--- src/rtl/if_fetch_unit.sv ---
// Instruction-fetch front end: owns the fetch PC, runs a one-outstanding req/rvalid fetch to imem.
// Optional macro FETCH_MISALIGN_CHECK_EN adds a sticky fault on misaligned redirect targets.
module if_fetch_unit #(
  parameter logic [31:0] RESET_PC = 32'h0000_0000
) (
  input  logic        clk,
  input  logic        reset_n,
  input  logic        StallF,
  input  logic        PCSrcE,
  input  logic [31:0] PCTargetE,
  output logic        imem_req,
  output logic [31:0] imem_addr,
  input  logic        imem_rvalid,
  input  logic [31:0] imem_rdata,
  output logic [31:0] InstrF,
  output logic [31:0] PCF,
  output logic [31:0] PCPlus4F,
  output logic        ValidF,
  output logic        MisalignF
);

`ifdef FETCH_MISALIGN_CHECK_EN
  typedef enum logic [1:0] {FETCH, HOLD, DROP, FAULT} state_t;
`else
  typedef enum logic [1:0] {FETCH, HOLD, DROP} state_t;
`endif

  localparam logic [31:0] NOP = 32'h0000_0013;

  state_t      state_q;
  logic [31:0] fetchPc_q;
  logic [31:0] dropAddr_q;
  logic [31:0] holdBuf_q;
  logic [31:0] instr_q;
  logic [31:0] pc_q;
  logic [31:0] pcPlus4_q;
  logic        valid_q;
  logic [31:0] pcNext_d;
  logic [31:0] target_d;

  // While dropping, the abandoned request keeps its original address until it returns.
  assign imem_req  = (state_q == FETCH) || (state_q == DROP);
  assign imem_addr = (state_q == DROP) ? dropAddr_q : fetchPc_q;
  assign pcNext_d  = fetchPc_q + 32'd4;

  assign InstrF   = instr_q;
  assign PCF      = pc_q;
  assign PCPlus4F = pcPlus4_q;
  assign ValidF   = valid_q;

`ifdef FETCH_MISALIGN_CHECK_EN
  logic misalign_q;
  assign target_d  = PCTargetE;
  assign MisalignF = misalign_q;
`else
  logic unusedTgtBits;
  assign unusedTgtBits = ^PCTargetE[1:0];
  assign target_d  = {PCTargetE[31:2], 2'b00};
  assign MisalignF = 1'b0;
`endif

  always_ff @(posedge clk or negedge reset_n) begin
    if (!reset_n) begin
      state_q    <= FETCH;
      fetchPc_q  <= RESET_PC;
      dropAddr_q <= RESET_PC;
      holdBuf_q  <= NOP;
      instr_q    <= NOP;
      pc_q       <= 32'h0;
      pcPlus4_q  <= 32'h0;
      valid_q    <= 1'b0;
`ifdef FETCH_MISALIGN_CHECK_EN
      misalign_q <= 1'b0;
`endif
    end else if (PCSrcE) begin
      // Redirect beats stall; an in-flight request with no response yet must be drained in DROP.
      fetchPc_q  <= target_d;
      instr_q    <= NOP;
      valid_q    <= 1'b0;
      holdBuf_q  <= NOP;
      dropAddr_q <= imem_addr;
`ifdef FETCH_MISALIGN_CHECK_EN
      misalign_q <= |PCTargetE[1:0];
      if (|PCTargetE[1:0])
        state_q <= FAULT;
      else
`endif
      if (imem_req && !imem_rvalid)
        state_q <= DROP;
      else
        state_q <= FETCH;
    end else begin
      case (state_q)
        FETCH: begin
          if (imem_rvalid) begin
            if (StallF) begin
              holdBuf_q <= imem_rdata;
              state_q   <= HOLD;
            end else begin
              instr_q   <= imem_rdata;
              pc_q      <= fetchPc_q;
              pcPlus4_q <= pcNext_d;
              valid_q   <= 1'b1;
              fetchPc_q <= pcNext_d;
            end
          end else if (!StallF) begin
            instr_q <= NOP;
            valid_q <= 1'b0;
          end
        end
        HOLD: begin
          if (!StallF) begin
            instr_q   <= holdBuf_q;
            pc_q      <= fetchPc_q;
            pcPlus4_q <= pcNext_d;
            valid_q   <= 1'b1;
            fetchPc_q <= pcNext_d;
            state_q   <= FETCH;
          end
        end
        DROP: begin
          if (imem_rvalid)
            state_q <= FETCH;
        end
        default: state_q <= state_q;
      endcase
    end
  end

endmodule

--- config.mk ---
export PLATFORM = sky130hd
export DESIGN_NAME = if_fetch_unit
export DESIGN_NICKNAME = d
export VERILOG_FILES = /design/src/rtl/if_fetch_unit.sv
export SDC_FILE = /design/constraint.sdc
export NUM_CORES = 1
export LEC_CHECK = 0
export BUFFER_PORTS_ARGS = -buffer_cell sky130_fd_sc_hd__buf_4
export CAP_MARGIN = 20
export CORE_MARGIN = 4
export CORE_UTILIZATION = 33
export CTS_CLUSTER_SIZE = 10
export DETAILED_ROUTE_END_ITERATION = 6
export GPL_TIMING_DRIVEN = 0
export HOLD_SLACK_MARGIN = 0.12
export MAX_ROUTING_LAYER = met4
export PLACE_DENSITY_LB_ADDON = 0.1
export SLEW_MARGIN = 20
export SYNTH_ARGS = -nofsm -noshare
export SYNTH_HDL_FRONTEND = slang
export SYNTH_SLANG_ARGS = --single-unit
--- constraint.sdc ---
create_clock -name clk -period 2.5 [get_ports clk]
set_clock_uncertainty 0.05 [all_clocks]
set_input_delay 0.5 -clock clk [delete_from_list [all_inputs] [get_ports clk]]
set_output_delay 0.5 -clock clk [all_outputs]
set_load 0.05 [all_outputs]
==> results of run 1 <==
registers in the layout, summed over array words and instances (netlist names):
register    cells
fetchPc_q      30
InstrF         32
dropAddr_q     32
state_q         2
PCF            30
holdBuf_q      32
PCPlus4F       30
ValidF          1
stage by stage:
step	util [%]	setup WS, ps
floorplan	-	-141.8
global route	43.29	-10.23
CTS	42.97	4.504
detailed placement	40.45	-657.8
global placement	40.22	-652.2
finish	43.29	61.41
report_power, final:
group / leakage (uW) / internal [uW] / total [uW] / switching [uW]
Clock: 0.000278 / 1350 / 2690 / 1340
Combinational: 0.00275 / 2260 / 7000 / 4740
Sequential: 0.00233 / 3960 / 4470 / 515
Total: 0.00536 / 7560 / 14200 / 6600
per-layer routing:
metal / vias up / routed length, um
met3: 30 / 2154
met2: 266 / 14220
met5: - / 0
met1: 3917 / 13480
met4: 0 / 660
li1: 3879 / -
final timing paths:
kind / end / slack [ps]
hold reg to reg: PCF[29] / 430
setup reg to reg: fetchPc_q[23] / 100
min in group asynchronous: PCF[25] / 510
hold / removal: fetchPc_q[3] / 240
max in group asynchronous: InstrF[4] / 1080
setup / recovery: imem_addr[30] / 60
cells in the mapped netlist, types with 16 or more instances:
| cell type | instances |
|---|---|
| nand4_1 | 16 |
| o2bb2ai_1 | 29 |
| nor2_1 | 62 |
| dfrtp_1 | 183 |
| xnor2_1 | 16 |
| clkbuf_1 | 57 |
| a31oi_1 | 24 |
| or4_1 | 17 |
| mux2_2 | 54 |
| a21oi_1 | 36 |
| o21ai_0 | 70 |
| nand2_1 | 223 |
| nand3_1 | 24 |
cell families (layout without fill, tap and decap cells):
kind of cell | Yosys count | in the layout | share of synthesized area, %
AO/OA/AOI/OAI | 197 | 197 | 13.37
flip-flops | 189 | 189 | 51.11
buffers and inverters | 106 | 332 | 5.076
adder cells (fa/ha/maj) | 4 | 4 | 0.5401
AND/OR/NAND/NOR | 413 | 413 | 20.99
XOR/XNOR | 21 | 21 | 1.985
other | 1 | 5 | 0.04046
multiplexers | 57 | 57 | 6.885
timing repair:
item,in CTS,in global routing
setup endpoints to repair,128,115
pin swaps,1,1
gates resized for setup,38,20
buffers inserted,3,3
hold endpoints to repair,52,0
hold buffers,1,0
worst register-to-register path, stage by stage, from the launching register on:
cell and delay [ps]:
dfrtp_1 380, inv_2 70, ha_1 180, buf_2 170
mux2i_2 180, buf_6 150, or2_4 250, clkbuf_8 170
buf_6 160, o41ai_1 350, a31oi_1 130
area by class of cell:
cell class	instances	area, um^2	share of cell area [%]
Sequential cell	189	4738	39.40
Multi-Input combinational cell	697	4153	34.53
Timing Repair Buffer	198	1563	13.00
Buffer	94	499.2	4.151
Tap cell	378	473.0	3.933
Clock buffer	18	439.2	3.652
Clock inverter	13	126.4	1.051
Inverter	9	33.78	0.2809
==> out/qor.txt, run 1 <==
Total GRT Usage - 20.09%
Fmax - 0.4101 GHz
share of layout cells above drive strength 1 - 29.31%
Area Overhead vs Synth - 29.76%
busiest grt layer - met2
top cell type's share of synthesized area - 49.41%
R2R cell count - 10
Slew Limit Fails - 0
worst vdd ir - 0.0004796 V
drt wl/cell - 19.12 um
Synth Flop Type - dfrtp_1
Yosys warnings - 0
post-route cell area - 12,030 um^2
grt total ovfl - 0
Post-DP HPWL - 21.98 mm
DR DRC count - 0
Max FO, Critical Path - 10
WL final - 30.52 mm
Clock transition at path regs - 70 ps
mean number of vias per cell - 5.070
Mapped Cells - 988
most common cell after layout, fill and taps aside - nand2_1
crit path kind - reg2out
crit end category - primary output
sequential fraction of the synthesis area - 51.11%
worst slew pin tran - 1032 ps
Critical-path top delay cell - dfrtp_1
dominant cells by area after synthesis - dfrtp_1, nand2_1, mux2_2, o21ai_0, o2bb2ai_1
Antenna Violating Nets Remaining - 0
TritonCTS Sinks - 189
Starting DRT DRC Count - 509
Worst Path Required - 1950 ps
TritonCTS Buffers - 17
Clock Path Buffers - 2
Max-cap violations - 0
met1 GRT Util - 26.17%
Worst setup SP type - flop
CP Depth - 5
Initial Util - 33.36%
final period utilization - 97.54%
Synth Register Bits - 189
Cell Area, Placed - 11,240 um^2
Final Wtd Congestion - 0.8240
Mapped Area - 9268 um^2
Worst Hold Class - in2reg
Placed Cells - 1,561
vias in the first global route - 7,974
WHS Path Cells - 3
Post-Layout Cell Count - 1,596
min Tclk post-route - 2439 ps
Worst setup startpoint - state_q[0]
total power draw - 14,160 uW
Hold Path Origin - PCTargetE[3]
Worst Hold Slack - 237.2 ps
CTS HTree Levels - 4
mean area per synthesized cell - 9.380 um^2
fillers - 2,806
first-pass GRT wire length - 47.25 mm
Sum Neg Setup Slack - 0 ps
WP data arrival - 1890 ps
die height - 175.6 um
PortBufs - 189
largest area contributor in the netlist - dfrtp_1
Static Leak - 0.005363 uW
Clk Latency, worst-skew pair - 430 ps
asr flop ratio synth - 100.0%
Worst Path Buf+Inv - 3
met2 usage - 31.39%
Rel. slew slack - 30.59%
nets - 1,279
cell chain of the critical path - inv_2 -> ha_4 -> clkbuf_8 -> mux2_2 -> buf_4
crit-path max cell delay - 410 ps
die width - 175.6 um
most frequent cells in the layout - nand2_1, buf_4, dfrtp_1
PD cells - 1177 nW/um^2
Post-synth EDFFs - 0
core area - 27,780 um^2
delay-heaviest family, CP - buffers and inverters
vias after detailed routing - 8,092
die area - 30,830 um^2
final hold vios - 0
initial antenna violation count - 0
RR Startpoint - state_q[0]
outcome - finished, final reports clean
pin count of the biggest net entering global routing - 78
Setup Viol. Count Final - 0
Clock Tree Root - clkbuf_16
antenna diode count - 0
synth unique cells - 56
RSZ-0062 raised after global routing - yes
drt first pass iters - 5
Placement Rows - 61
IO Pins - 200
met3 GRT Util - 5.446%
CTS tree - done
No activity file was read; power rests on OpenSTA's default activity.
==> run 2: changes to the inputs <==
--- a/config.mk
+++ b/config.mk
@@ -5,6 +5,7 @@
 export SDC_FILE = /design/constraint.sdc
 export NUM_CORES = 1
 export LEC_CHECK = 0
+export ABC_AREA = 1
 export BUFFER_PORTS_ARGS = -buffer_cell sky130_fd_sc_hd__buf_4
 export CAP_MARGIN = 20
 export CORE_MARGIN = 4
==> constraint.sdc (replaced) <==
create_clock -name clk -period 2.1 [get_ports clk]
set_clock_uncertainty 0.05 [all_clocks]
set_input_delay 0.42 -clock clk [delete_from_list [all_inputs] [get_ports clk]]
set_output_delay 0.42 -clock clk [all_outputs]
set_load 0.05 [all_outputs]
==> run 2 against run 1 <==
Compared with the run above: combinational power grew 63%; sequential cell count stayed put; the flow now finishes with violations (setup timing); critical path type unchanged; first-iteration DRC count down 1.4%; highest routed layer unchanged; global-route usage grew 0.19 points.
==> out/qor.txt, run 2 <==
Starting DRT DRC Count - 502 (was 509)
Placement Rows - 59 (was 61)
Rel. slew slack - 57.00% (was 30.59%)
first-pass GRT wire length - 45.37 mm (was 47.25 mm)
drt wl/cell - 17.09 um (was 19.12 um)
TritonCTS Buffers - 17 (unchanged)
WHS Path Cells - 3 (unchanged)
RR Startpoint - state_q[1] (was state_q[0])
share of layout cells above drive strength 1 - 24.17% (was 29.31%)
Worst R2R End - fetchPc_q[17] (was fetchPc_q[23])
Clk Latency, worst-skew pair - 440 ps (was 430 ps)
min Tclk post-route - 2234 ps
Synth Flop Type - dfrtp_1 (unchanged)
Sum Neg Setup Slack - -3226 ps (was 0 ps)
P_int - 10,420 uW (was 7561 uW)
Fmax - 0.4477 GHz
switching share of power - 49.92% (was 46.60%)
worst vdd ir - 0.0005658 V (was 0.0004796 V)
initial antenna violation count - 1 (was 0)
Post-DP HPWL - 21.33 mm (was 21.98 mm)
Synth Register Bits - 189 (unchanged)
Initial Util - 33.73% (was 33.36%)
most frequent CP cell - buf_12
Final Wtd Congestion - 0.8853 (was 0.8240)
die area - 29,470 um^2 (was 30,830 um^2)
DR DRC count - 0 (unchanged)
Worst setup SP type - flop (unchanged)
Max FO, Critical Path - 5 (was 10)
Post-synth EDFFs - 0 (unchanged)
synth unique cells - 28 (was 56)
WP data arrival - 1760 ps (was 1890 ps)
pin count of the biggest net entering global routing - 76 (was 78)
outcome - finished with violations (was finished, final reports clean)
Area Overhead vs Synth - 35.75% (was 29.76%)
combinational power share - 55.0% (was 49.5%)
core area - 26,210 um^2 (was 27,780 um^2)
Reg2Reg Setup Slack - 50 ps (was 100 ps)
Setup Viol. Count Final - 33 (was 0)
Cell Area, Placed - 10,780 um^2 (was 11,240 um^2)
largest area contributor in the netlist - dfrtp_1 (unchanged)
Critical-path top delay cell - dfrtp_1 (unchanged)
Max-cap violations - 0 (unchanged)
IO Pins - 200 (unchanged)
crit path kind - reg2out (unchanged)
dominant cells by area after synthesis - dfrtp_1, nand2_1, o21ai_0, nor2_1, inv_1 (was dfrtp_1, nand2_1, mux2_2, o21ai_0, o2bb2ai_1)
Worst Hold Endpoint - holdBuf_q[15] (was fetchPc_q[3])
most common cell after layout, fill and taps aside - nand2_1 (unchanged)
drt first pass iters - 6 (was 5)
post-route cell area - 12,000 um^2 (was 12,030 um^2)
worst slew pin tran - 644.9 ps (was 1032 ps)
Net Switching - 10,380 uW (was 6599 uW)
CTS tree - done (unchanged)
Total GRT Usage - 20.29% (was 20.09%)
mean area per synthesized cell - 7.941 um^2 (was 9.380 um^2)
TritonCTS Sinks - 189 (unchanged)
crit-path max cell delay - 400 ps (was 410 ps)
WL final - 28.80 mm (was 30.52 mm)
Seq pwr share - 29.2% (was 31.6%)
PD cells - 1734 nW/um^2 (was 1177 nW/um^2)
Clock Tree Root - clkbuf_16 (unchanged)
share of total power in the clock network - 15.9% (was 19.0%)
cell with the most instances after synthesis - nand2_1 (unchanged)
Mapped Cells - 1,113 (was 988)
asr flop ratio synth - 100.0% (unchanged)
vias after detailed routing - 8,070 (was 8,092)
Static Leak - 0.005883 uW (was 0.005363 uW)
commonest cells in the netlist - nand2_1, o21ai_0, dfrtp_1 (was nand2_1, dfrtp_1, o21ai_0)
Antenna Violating Nets Remaining - 0 (unchanged)
most frequent cells in the layout - nand2_1, dfrtp_1, buf_4 (was nand2_1, buf_4, dfrtp_1)
Mapped Area - 8838 um^2 (was 9268 um^2)
cell chain of the critical path - inv_2 -> ha_4 -> buf_12 -> buf_12 -> clkbuf_16 -> nand2_4 -> o21ai_2 -> buf_6 (was inv_2 -> ha_4 -> clkbuf_8 -> mux2_2 -> buf_4)
Worst Hold Slack - 171.3 ps (was 237.2 ps)
die height - 171.7 um (was 175.6 um)
setup ws final - -133.5 ps (was 61.41 ps)
mean number of vias per cell - 4.789 (was 5.070)
final hold vios - 0 (unchanged)
Worst Path Required - 1630 ps (was 1950 ps)
R2R cell count - 10 (unchanged)
top cell type's share of synthesized area - 51.81% (was 49.41%)
nets - 1,410 (was 1,279)
Clock transition at path regs - 80 ps (was 70 ps)
Slew Limit Fails - 0 (unchanged)
Worst Hold Class - in2reg (unchanged)
CTS HTree Levels - 4 (unchanged)
RSZ-0062 raised after global routing - yes (unchanged)
vias in the first global route - 8,242 (was 7,974)
crit end category - primary output (unchanged)
grt total ovfl - 0 (unchanged)
Clock Path Buffers - 2 (unchanged)
Yosys warnings - 0 (unchanged)
die width - 171.7 um (was 175.6 um)
PortBufs - 192 (was 189)
failing checks - setup timing
sequential fraction of the synthesis area - 53.60% (was 51.11%)
Hold Path Origin - imem_rdata[15] (was PCTargetE[3])
final period utilization - 106.4%
run 2: stage by stage:
stage	total power, uW	util, %	cells	setup slack (ps)
2_1_floorplan	12810	-	1117	-65.36
3_3_place_gp	16190	40.88	1644	-864.9
3_5_place_dp	16290	41.12	1646	-674.8
4_1_cts	20840	45.45	1685	-143.6
5_1_grt	22100	45.78	1685	-195.1
6_report	20800	45.78	1685	-133.5
run 2: critical path, delay by kind of cell (launching register included):
| kind | cells | cell delay [ps] |
|---|---|---|
| AOI/OAI and AO/OA | 1 | 60 |
| adders and majority gates | 1 | 160 |
| buffers and inverters | 5 | 660 |
| DFF | 1 | 400 |
| and+or+nand+nor | 1 | 50 |
run 2: worst max path at each step:
stage	startpoint	end	slack [ps]	cells past startpoint
CTS	state_q[0]	imem_addr[9]	-140	8
finish	state_q[0]	imem_addr[11]	-130	8
detailed placement	state_q[0]	imem_addr[2]	-670	7
floorplan	state_q[0]	imem_addr[23]	-70	5
global placement	reset_n	InstrF[26]	-860	1
global route	state_q[0]	imem_addr[5]	-200	8
run 2: layer usage:
| layer | vias to the layer above | track usage [%] | wire length [um] |
|---|---|---|---|
| met5 | - | - | 0 |
| met3 | 26 | 5.148 | 1800 |
| met2 | 206 | 32.19 | 13510 |
| met4 | 0 | 5.167 | 429 |
| li1 | 4045 | - | - |
| met1 | 3793 | 26.10 | 13060 |
run 2: area by class of cell:
cell class,count,area [um^2]
flip-flops and latches,189,4737
diodes,1,2.502
multi-input cells,768,3702
well taps,335,419.2
clock inverters,13,145.1
plain buffers,60,406.6
clock buffers,18,439.2
repair buffers,205,1785
inverters,96,360.3
fillers,2644,14210
run 2: kinds of logic after synthesis:
group	after synthesis	share of synthesized area (%)
simple gates	502	22.47
compound gates	249	15.30
flops	189	53.60
buf+inv	160	7.234
xor+xnor	8	0.7928
fa+ha+maj	4	0.5663
other cells	1	0.04243
run 2: timing repair:
item                       CTS  global route
hold endpoints to repair    54             0
hold buffers                 1             0
pin swaps                   11             1
gates resized for setup    109            34
setup buffers                6             2
setup endpoints to repair   91           162
gates cloned                 2             0
run 2: power by group through the flow:
stage	logic, uW	registers (uW)	clock network (uW)
2_1_floorplan	4830	7980	0
3_3_place_gp	10200	6030	0
3_5_place_dp	10200	6050	0
4_1_cts	11400	6040	3380
5_1_grt	12300	6250	3550
6_report	11400	6070	3300
